$ cat src/rtl/multicycle_core_control_if.sv
// Control bundle between the multi-cycle sequencer and the datapath/memories.
// master = sequencer side, slave = datapath/memory side.
interface multicycle_core_control_if #(
  parameter int CNT_W = 32
);
  logic [6:0]       opcode_i;
  logic             imem_ready_i;
  logic             dmem_ready_i;
  logic             fetch_req_o;
  logic             ir_write;
  logic             pc_write;
  logic             branch;
  logic             jal;
  logic             jalr;
  logic             memread;
  logic             memwrite;
  logic             memtoreg;
  logic             regwrite;
  logic [1:0]       aluop;
  logic [1:0]       alusrc;
  logic [2:0]       state_o;
  logic             trap_o;
  logic [1:0]       trap_cause_o;
  logic [CNT_W-1:0] instret_o;

  modport master (
    input  opcode_i, imem_ready_i, dmem_ready_i,
    output fetch_req_o, ir_write, pc_write,
    output branch, jal, jalr,
    output memread, memwrite, memtoreg, regwrite,
    output aluop, alusrc, state_o,
    output trap_o, trap_cause_o, instret_o
  );

  modport slave (
    output opcode_i, imem_ready_i, dmem_ready_i,
    input  fetch_req_o, ir_write, pc_write,
    input  branch, jal, jalr,
    input  memread, memwrite, memtoreg, regwrite,
    input  aluop, alusrc, state_o,
    input  trap_o, trap_cause_o, instret_o
  );
endinterface

$ cat src/rtl/multicycle_core_control.sv
// Multi-cycle RV32I control sequencer: FETCH/DECODE/EXEC/MEM/WB with
// ready waits, illegal/timeout trapping and a retired-instruction counter.
module multicycle_core_control #(
  parameter bit          ENABLE_UPPER = 1'b1,
  parameter int unsigned MEM_TIMEOUT  = 255,
  parameter int          CNT_W        = 32
) (
  input logic clk,
  input logic rst,
  multicycle_core_control_if.master bus
);

  typedef enum logic [2:0] {
    S_FETCH  = 3'd0,
    S_DECODE = 3'd1,
    S_EXEC   = 3'd2,
    S_MEM    = 3'd3,
    S_WB     = 3'd4,
    S_TRAP   = 3'd5
  } state_t;

  typedef enum logic [3:0] {
    C_NONE, C_R, C_I, C_LOAD, C_STORE, C_B,
    C_JAL, C_JALR, C_LUI, C_AUIPC, C_ILL
  } cls_t;

  state_t           state, state_n;
  cls_t             cls, cls_n, dec;
  logic [31:0]      wcnt, wcnt_n;
  logic [1:0]       cause, cause_n;
  logic [CNT_W-1:0] instret;
  logic             tmo;
  logic             in_x;
  logic             pc_wr;

  logic [6:0] op;
  assign op = bus.opcode_i;

  always_comb begin
    dec = C_ILL;
    unique case (1'b1)
      op == 7'b0110011: dec = C_R;
      op == 7'b0010011: dec = C_I;
      op == 7'b0000011: dec = C_LOAD;
      op == 7'b0100011: dec = C_STORE;
      op == 7'b1100011: dec = C_B;
      op == 7'b1101111: dec = C_JAL;
      op == 7'b1100111: dec = C_JALR;
      op == 7'b0110111 && ENABLE_UPPER: dec = C_LUI;
      op == 7'b0010111 && ENABLE_UPPER: dec = C_AUIPC;
      default: dec = C_ILL;
    endcase
  end

  // limit hit on the cycle that would make the wait count reach MEM_TIMEOUT
  assign tmo = (MEM_TIMEOUT != 0) &&
               (wcnt == 32'(MEM_TIMEOUT - 1));

  always_comb begin
    state_n = state;
    cls_n   = cls;
    cause_n = cause;
    wcnt_n  = '0;
    unique case (state)
      S_FETCH: begin
        if (bus.imem_ready_i) begin
          state_n = S_DECODE;
        end else if (tmo) begin
          state_n = S_TRAP;
          cause_n = 2'b10;
        end else begin
          wcnt_n = wcnt + 32'd1;
        end
      end
      S_DECODE: begin
        cls_n = dec;
        if (dec == C_ILL) begin
          state_n = S_TRAP;
          cause_n = 2'b01;
        end else begin
          state_n = S_EXEC;
        end
      end
      S_EXEC: begin
        unique case (1'b1)
          cls == C_B: state_n = S_FETCH;
          cls == C_LOAD || cls == C_STORE: state_n = S_MEM;
          default: state_n = S_WB;
        endcase
      end
      S_MEM: begin
        if (bus.dmem_ready_i) begin
          state_n = (cls == C_LOAD) ? S_WB : S_FETCH;
        end else if (tmo) begin
          state_n = S_TRAP;
          cause_n = 2'b11;
        end else begin
          wcnt_n = wcnt + 32'd1;
        end
      end
      S_WB:    state_n = S_FETCH;
      S_TRAP:  state_n = S_TRAP;
      default: state_n = S_FETCH;
    endcase
  end

  always_ff @(posedge clk) begin
    if (rst) begin
      state   <= S_FETCH;
      cls     <= C_NONE;
      wcnt    <= '0;
      cause   <= '0;
      instret <= '0;
    end else begin
      state <= state_n;
      cls   <= cls_n;
      wcnt  <= wcnt_n;
      cause <= cause_n;
      if (pc_wr) instret <= instret + 1'b1;
    end
  end

  assign in_x = (state == S_EXEC) || (state == S_MEM) ||
                (state == S_WB);

  // Mealy strobes are gated by rst so a reset cycle never commits
  assign pc_wr = !rst && (
    (state == S_EXEC && cls == C_B) ||
    (state == S_MEM && cls == C_STORE && bus.dmem_ready_i) ||
    (state == S_WB));

  always_comb begin
    bus.aluop  = 2'b00;
    bus.alusrc = 2'b00;
    if (in_x) begin
      unique case (1'b1)
        cls == C_R: begin
          bus.aluop = 2'b10;
        end
        cls == C_I: begin
          bus.aluop  = 2'b11;
          bus.alusrc = 2'b01;
        end
        cls == C_LOAD || cls == C_STORE: begin
          bus.alusrc = 2'b01;
        end
        cls == C_B: begin
          bus.aluop = 2'b01;
        end
        cls == C_JAL || cls == C_JALR: begin
          bus.alusrc = 2'b10;
        end
        cls == C_LUI || cls == C_AUIPC: begin
          bus.alusrc = 2'b11;
        end
        default: begin
          bus.aluop  = 2'b00;
          bus.alusrc = 2'b00;
        end
      endcase
    end
  end

  assign bus.fetch_req_o  = (state == S_FETCH);
  assign bus.ir_write     = !rst && state == S_FETCH &&
                            bus.imem_ready_i;
  assign bus.pc_write     = pc_wr;
  assign bus.branch       = in_x && cls == C_B;
  assign bus.jal          = in_x && cls == C_JAL;
  assign bus.jalr         = in_x && cls == C_JALR;
  assign bus.memread      = state == S_MEM && cls == C_LOAD;
  assign bus.memwrite     = state == S_MEM && cls == C_STORE;
  assign bus.regwrite     = (state == S_WB);
  assign bus.memtoreg     = state == S_WB && cls == C_LOAD;
  assign bus.state_o      = state;
  assign bus.trap_o       = (state == S_TRAP);
  assign bus.trap_cause_o = cause;
  assign bus.instret_o    = instret;

endmodule

$ cat src/flat_wrapper.sv
// flat-port wrapper written by rule: the top's interface ports become plain ports
module multicycle_core_control_flat 
#(
  parameter bit          ENABLE_UPPER = 1'b1,
  parameter int unsigned MEM_TIMEOUT  = 255,
  parameter int          CNT_W        = 32
)
  (clk, rst, bus_opcode_i, bus_imem_ready_i, bus_dmem_ready_i, bus_fetch_req_o, bus_ir_write, bus_pc_write, bus_branch, bus_jal, bus_jalr, bus_memread, bus_memwrite, bus_memtoreg, bus_regwrite, bus_aluop, bus_alusrc, bus_state_o, bus_trap_o, bus_trap_cause_o, bus_instret_o);
  multicycle_core_control_if #(.CNT_W(CNT_W)) bus_i ();
  input logic clk;
  input logic rst;
  input wire logic [$bits(bus_i.opcode_i)-1:0] bus_opcode_i;
  input wire logic [$bits(bus_i.imem_ready_i)-1:0] bus_imem_ready_i;
  input wire logic [$bits(bus_i.dmem_ready_i)-1:0] bus_dmem_ready_i;
  output wire logic [$bits(bus_i.fetch_req_o)-1:0] bus_fetch_req_o;
  output wire logic [$bits(bus_i.ir_write)-1:0] bus_ir_write;
  output wire logic [$bits(bus_i.pc_write)-1:0] bus_pc_write;
  output wire logic [$bits(bus_i.branch)-1:0] bus_branch;
  output wire logic [$bits(bus_i.jal)-1:0] bus_jal;
  output wire logic [$bits(bus_i.jalr)-1:0] bus_jalr;
  output wire logic [$bits(bus_i.memread)-1:0] bus_memread;
  output wire logic [$bits(bus_i.memwrite)-1:0] bus_memwrite;
  output wire logic [$bits(bus_i.memtoreg)-1:0] bus_memtoreg;
  output wire logic [$bits(bus_i.regwrite)-1:0] bus_regwrite;
  output wire logic [$bits(bus_i.aluop)-1:0] bus_aluop;
  output wire logic [$bits(bus_i.alusrc)-1:0] bus_alusrc;
  output wire logic [$bits(bus_i.state_o)-1:0] bus_state_o;
  output wire logic [$bits(bus_i.trap_o)-1:0] bus_trap_o;
  output wire logic [$bits(bus_i.trap_cause_o)-1:0] bus_trap_cause_o;
  output wire logic [$bits(bus_i.instret_o)-1:0] bus_instret_o;
  assign bus_i.opcode_i = bus_opcode_i;
  assign bus_i.imem_ready_i = bus_imem_ready_i;
  assign bus_i.dmem_ready_i = bus_dmem_ready_i;
  assign bus_fetch_req_o = bus_i.fetch_req_o;
  assign bus_ir_write = bus_i.ir_write;
  assign bus_pc_write = bus_i.pc_write;
  assign bus_branch = bus_i.branch;
  assign bus_jal = bus_i.jal;
  assign bus_jalr = bus_i.jalr;
  assign bus_memread = bus_i.memread;
  assign bus_memwrite = bus_i.memwrite;
  assign bus_memtoreg = bus_i.memtoreg;
  assign bus_regwrite = bus_i.regwrite;
  assign bus_aluop = bus_i.aluop;
  assign bus_alusrc = bus_i.alusrc;
  assign bus_state_o = bus_i.state_o;
  assign bus_trap_o = bus_i.trap_o;
  assign bus_trap_cause_o = bus_i.trap_cause_o;
  assign bus_instret_o = bus_i.instret_o;
  multicycle_core_control #(.ENABLE_UPPER(ENABLE_UPPER), .MEM_TIMEOUT(MEM_TIMEOUT), .CNT_W(CNT_W)) u_core (.clk(clk), .rst(rst), .bus(bus_i));
endmodule
$ cat config.mk
export PLATFORM = sky130hd
export DESIGN_NAME = multicycle_core_control_flat
export DESIGN_NICKNAME = d
export VERILOG_FILES = /design/src/rtl/multicycle_core_control_if.sv /design/src/rtl/multicycle_core_control.sv /design/src/flat_wrapper.sv
export SDC_FILE = /design/constraint.sdc
export NUM_CORES = 1
export LEC_CHECK = 0
export CAP_MARGIN = 15
export CORE_MARGIN = 10
export CORE_UTILIZATION = 58
export CTS_CLUSTER_SIZE = 12
export DETAILED_ROUTE_END_ITERATION = 8
export GPL_ROUTABILITY_DRIVEN = 1
export HOLD_SLACK_MARGIN = 0.03
export PLACE_DENSITY = 0.86
export SYNTH_ARGS = -nofsm -noshare
export SYNTH_HDL_FRONTEND = slang
export SYNTH_SLANG_ARGS = --single-unit
$ cat constraint.sdc
create_clock -name clk -period 5.05 [get_ports clk]
set_input_delay 1.01 -clock clk [delete_from_list [all_inputs] [get_ports clk]]
set_output_delay 1.01 -clock clk [all_outputs]
set_load 0.005 [all_outputs]
Yosys cells after proc, flatten, opt, wreduce, memory -nomap -nowiden
Index checks and enable logic that the tools add are counted.
Operators by class
  $add $sub $neg: 2
  equality and inequality tests: 30
  multiplexer cells: 22
  reduce and logical (&&, ||, !) cells: 23
Operator list (number)
  32-bit two-way mux: 3
  32-bit by 1-bit adder with 32-bit output (second input constant): 2
  32-bit one-hot mux with 2 select lines: 1
  4-bit one-hot mux with 9 select lines: 1
  32-bit by 8-bit equality test with 1-bit output (second input constant): 1
  7-bit by 6-bit equality test with 1-bit output (second input constant): 3
  7-bit equality test (second input constant): 3
  2-bit one-hot mux with 3 select lines: 3
  4-bit by 3-bit equality test with 1-bit output (second input constant): 4
  3-bit two-way mux: 5
  3-bit one-hot mux with 5 select lines: 1
  7-bit by 5-bit equality test with 1-bit output (second input constant): 2
  2-bit two-way mux: 7
  4-bit equality test (second input constant): 3
  1-bit logical AND: 11
  4-bit by 2-bit equality test with 1-bit output (second input constant): 2
  7-bit by 2-bit equality test with 1-bit output (second input constant): 1
  1-bit logical OR: 7
  3-bit by 2-bit equality test with 1-bit output (second input constant): 2
  3-bit equality test (second input constant): 2
  2-bit by 1-bit != test with 1-bit output (second input constant): 3
  3-bit one-hot mux with 2 select lines: 1
  6-bit AND reduction: 1
  4-bit by 1-bit equality test with 1-bit output (second input constant): 1
  6 further kinds: 7
Storage, ports and cells
  register bits after elaboration: 73
  output and inout port bits: 52
  logic and storage cells: 82

Depth between registers and ports, before layout
  depth after elaboration: 6
  depth in mapped cells: 8
  gate-level depth less buffers: 6

Least setup slack after synthesis
Ideal clock, no wire load.
  path kind: in2out
  from: input port bus_dmem_ready_i
  to: output port bus_pc_write
  data arrival time: 2136 ps
  required time: 4040 ps
  setup slack: 1904 ps
  stages: 5
  cell sequence: nand3b_1 -> a2111oi_4 -> clkbuf_1 -> nor2_1 -> nor2_1
On the way
  cells in the longest elaborated chain, start to end: 4
Ends and longest elaborated chain
  start: declaration: RTL line flat_wrapper.sv:14  | input wire logic [$bits(bus_i.dmem_ready_i)-1:0] bus_dmem_ready_i;
  1-bit logical AND: RTL line multicycle_core_control.sv:129  | (state == S_MEM && cls == C_STORE && bus.dmem_ready_i) ||
  1-bit logical OR: RTL line multicycle_core_control.sv:128  | (state == S_EXEC && cls == C_B) ||
  1-bit logical OR: RTL line multicycle_core_control.sv:129
  1-bit logical AND: RTL line multicycle_core_control.sv:127  | assign pc_wr = !rst && (
  end: declaration: RTL line flat_wrapper.sv:17  | output wire logic [$bits(bus_i.pc_write)-1:0] bus_pc_write;
No other way between the ends.

Worst setup path after layout
Ends and elaborated chain as after synthesis.

==> results.yml <==
route:
  first_iter_violations: 263
  via_per_inst: 5.907
  antenna_left: 0
  remaining_drc_errors: 0
  wire_per_inst_um: 15.61
  routed_wl_um: 9380
  dr.pass1.iters: 5
  num_vias: 3550
grt:
  grt_overflow: 0
  grt_pass1_wl_um: 15780
  antenna_found_initial: 0
  grt_max_degree: 43
  grt_pass1_vias: 3315
  grt_usage: 0.1835
yosys:
  yosysWarnings: 0
  syn-num-nets: 480
  async_flop_share: 0
  synth-edff-count: 0
  syn_avg_cell_area_um2: 8.203
  netlist_area_mm2: 0.003822
  synthDistinctLibCells: 54
  ys_ff_latch: 73
  synthFlopType: "dfxtp_1"
  netlist_instances: 466
  seq_area_frac_synth: 0.3823
clocking:
  clock_sinks: 73
  post_cts_resized: 0
  clockBufferDepth: 2
  htreeDepth: 3
  clock_latency_ns: 0.35
  root_buffer: "clkbuf_8"
  cts_buffers: 9
  cts_setup_buffers: 0
  cts_tree: "built"
  path_clk_slew_ns: 0.07
  cts_hold_buf: 0
floorplanning:
  row_count: 29
  dieArea_mm2: 0.01024
  initial_core_util: 0.5986
  dieHeight_um: 101.2
  coreArea_mm2: 0.006386
  io_pins: 63
  die_x_um: 101.2
layout:
  syn_to_final_growth_pct: 22.06
  multi_input_area_mm2: 0.002222
  ff_latch_area_mm2: 0.001461
  final_cell_mix: "dfxtp_1 (73), nor2_1 (64), clkdlybuf4s50_1 (62)"
  final_common_cell: "dfxtp_1"
  nets: 533
  num-fill-cells: 511
  final_layout_size_suffix_gt1_frac: 0.06298
  layout.cells.non_filler: 601
  num_antenna_cells: 0
power:
  max-vdd-ir-drop_uv: 218.0
  power_density_mw_per_mm2: 258.9
  p_seq_frac: 0.508
  power.share.clock: 0.381
  p_int_w: 0.0008923
  p_comb_frac: 0.111
  power_leakage_nw: 1.453
  sw_frac_of_total: 0.2614
  switching_power_w: 0.0003157
sta:
  min_period_ns: 3.967
  rsz0062_at_grt: "false"
  hold_viol_final: 0
  worst_pin_slew_ns: 1.020
  slew_headroom: 0.3200
  fin_setup_tns_ns: 0
  fin_skew_ns: 0.01004
  post-route-period-util: 0.7855
  slew_violations: 0
  fin_hold_ws_ns: 0.4712
  max_clock_freq_ghz: 0.2521
  setup_viol: 0
critical_path:
  reg2reg_depth: 5
  path_cells: "clkdlybuf4s50_1 > nand3b_1 > a2111oi_4 > buf_4 > nor2_1 > nor2_1 > clkdlybuf4s50_1"
  r2r-start: "u_core.wcnt[24]"
  slowest_stage: "clkdlybuf4s50_1"
  crit_type: "in -> out"
  cp.arrival_ns: 2.96
  cp-start-kind: "primary input"
  r2r_end: "u_core.wcnt[15]"
  critPathMaxStageDelay_ns: 0.52
  worstPathRequired_ns: 4.04
  end_kind: "output pin"
  cp_max_fo: 17
  reg2reg_slack_ns: 2.51
placement:
  dp_hpwl_um: 6717
  port_buffers: 62
  gp_congestion: 0.8310
  dp_cells: 585
status:
  status: "finished, final reports clean"
worst_hold_path:
  hp-start: "u_core.bus.trap_cause_o[0]"
  holdPathStages: 2
  hold-path-endpoint: "u_core.bus.trap_cause_o[0]"
  holdCritPathClass: "reg -> reg"
job:
  cap_viol_max_count: 0
==> metrics by stage <==
stage / utilization / power, W / area [µm²] / worst slack, ns
floorplan: - / 0.0007096 / 3822 / 1.904
global placement: 0.6985 / 0.0007556 / 4461 / 1.112
global route: 0.7306 / 0.001263 / 4666 / 0.9746
finish: 0.7306 / 0.001208 / 4666 / 1.083
detailed placement: 0.6985 / 0.0007589 / 4461 / 1.099
CTS: 0.7306 / 0.001218 / 4666 / 1.088
==> per-layer routing <==
metal / share of wire / wire [µm] / global-route usage / vias to the layer above
li1: - / - / - / 1783
met1: 0.44 / 4117 / 0.2263 / 1678
met2: 0.48 / 4506 / 0.2881 / 81
met3: 0.071 / 663 / 0.08033 / 8
met4: 0.0099 / 93 / 0.04394 / 0
met5: 0 / 0 / 0 / -
==> synthesized netlist by cell type (all sizes together) (2+ instances only) <==
cell type,number,area share
a21oi,28,0.037
and2,3,0.0049
and3,6,0.0098
and3b,2,0.0046
and4,4,0.0092
buf,10,0.014
clkbuf,13,0.013
dfxtp,73,0.38
ha,3,0.0098
inv,10,0.0098
nand2,33,0.032
nand2b,7,0.014
nand3,18,0.024
nand3b,4,0.0079
nand4,18,0.029
nor2,64,0.063
nor2b,6,0.0098
nor3,11,0.014
nor3b,4,0.0079
nor4,17,0.034
o2111ai,6,0.015
o211ai,11,0.023
o21a,4,0.0079
o21ai,25,0.033
o31ai,2,0.0039
or3,19,0.031
or4,2,0.0039
xnor2,9,0.021
xor2,36,0.082
==> layout make-up <==
| cell class | count | area share |
|---|---|---|
| Clock buffer | 10 | 0.02950 |
| Clock inverter | 6 | 0.01448 |
| Inverter | 10 | 0.008045 |
| Multi-Input combinational cell | 360 | 0.4763 |
| Sequential cell | 73 | 0.3132 |
| Tap cell | 77 | 0.02065 |
| Timing Repair Buffer | 65 | 0.1378 |
==> worst max-delay path by stage <==
stage	cells past startpoint	to	from
after floorplan	5	bus_pc_write	bus_dmem_ready_i
after global placement	7	bus_pc_write	bus_dmem_ready_i
after detailed placement	7	bus_pc_write	bus_dmem_ready_i
after CTS	7	bus_pc_write	bus_dmem_ready_i
after global routing	7	bus_pc_write	bus_dmem_ready_i
final	7	bus_pc_write	bus_dmem_ready_i
==> critical path: cells and delay by family <==
kind                   cells  cell delay (ns)
and+or+nand+nor            3             0.33
buffers and inverters      3             1.30
AOI/OAI and AO/OA          1             0.30
==> power groups by stage <==
stage | clock, W | combinational (W) | sequential (W)
global placement | 0 | 0.000131 | 0.000625
finish | 0.000460 | 0.000134 | 0.000613
detailed placement | 0 | 0.000133 | 0.000626
global route | 0.000497 | 0.000149 | 0.000616
floorplan | 0 | 0.000102 | 0.000607
CTS | 0.000471 | 0.000134 | 0.000612
==> flip-flops by register name, summed over array words and instances, names as in the netlist <==
name,count
u_core.bus.trap_cause_o,2
u_core.cls,4
u_core.wcnt,32
u_core.bus.instret_o,32
u_core.bus.state_o,3
==> logic make-up after synthesis <==
| kind of cell | synth area share |
|---|---|
| mux | 0.005565 |
| xor+xnor | 0.1031 |
| fa+ha+maj | 0.009821 |
| buf+inv | 0.03764 |
| compound gates | 0.1470 |
| simple gates | 0.3146 |
| flops | 0.3823 |
(Power assumes the default switching activity.)
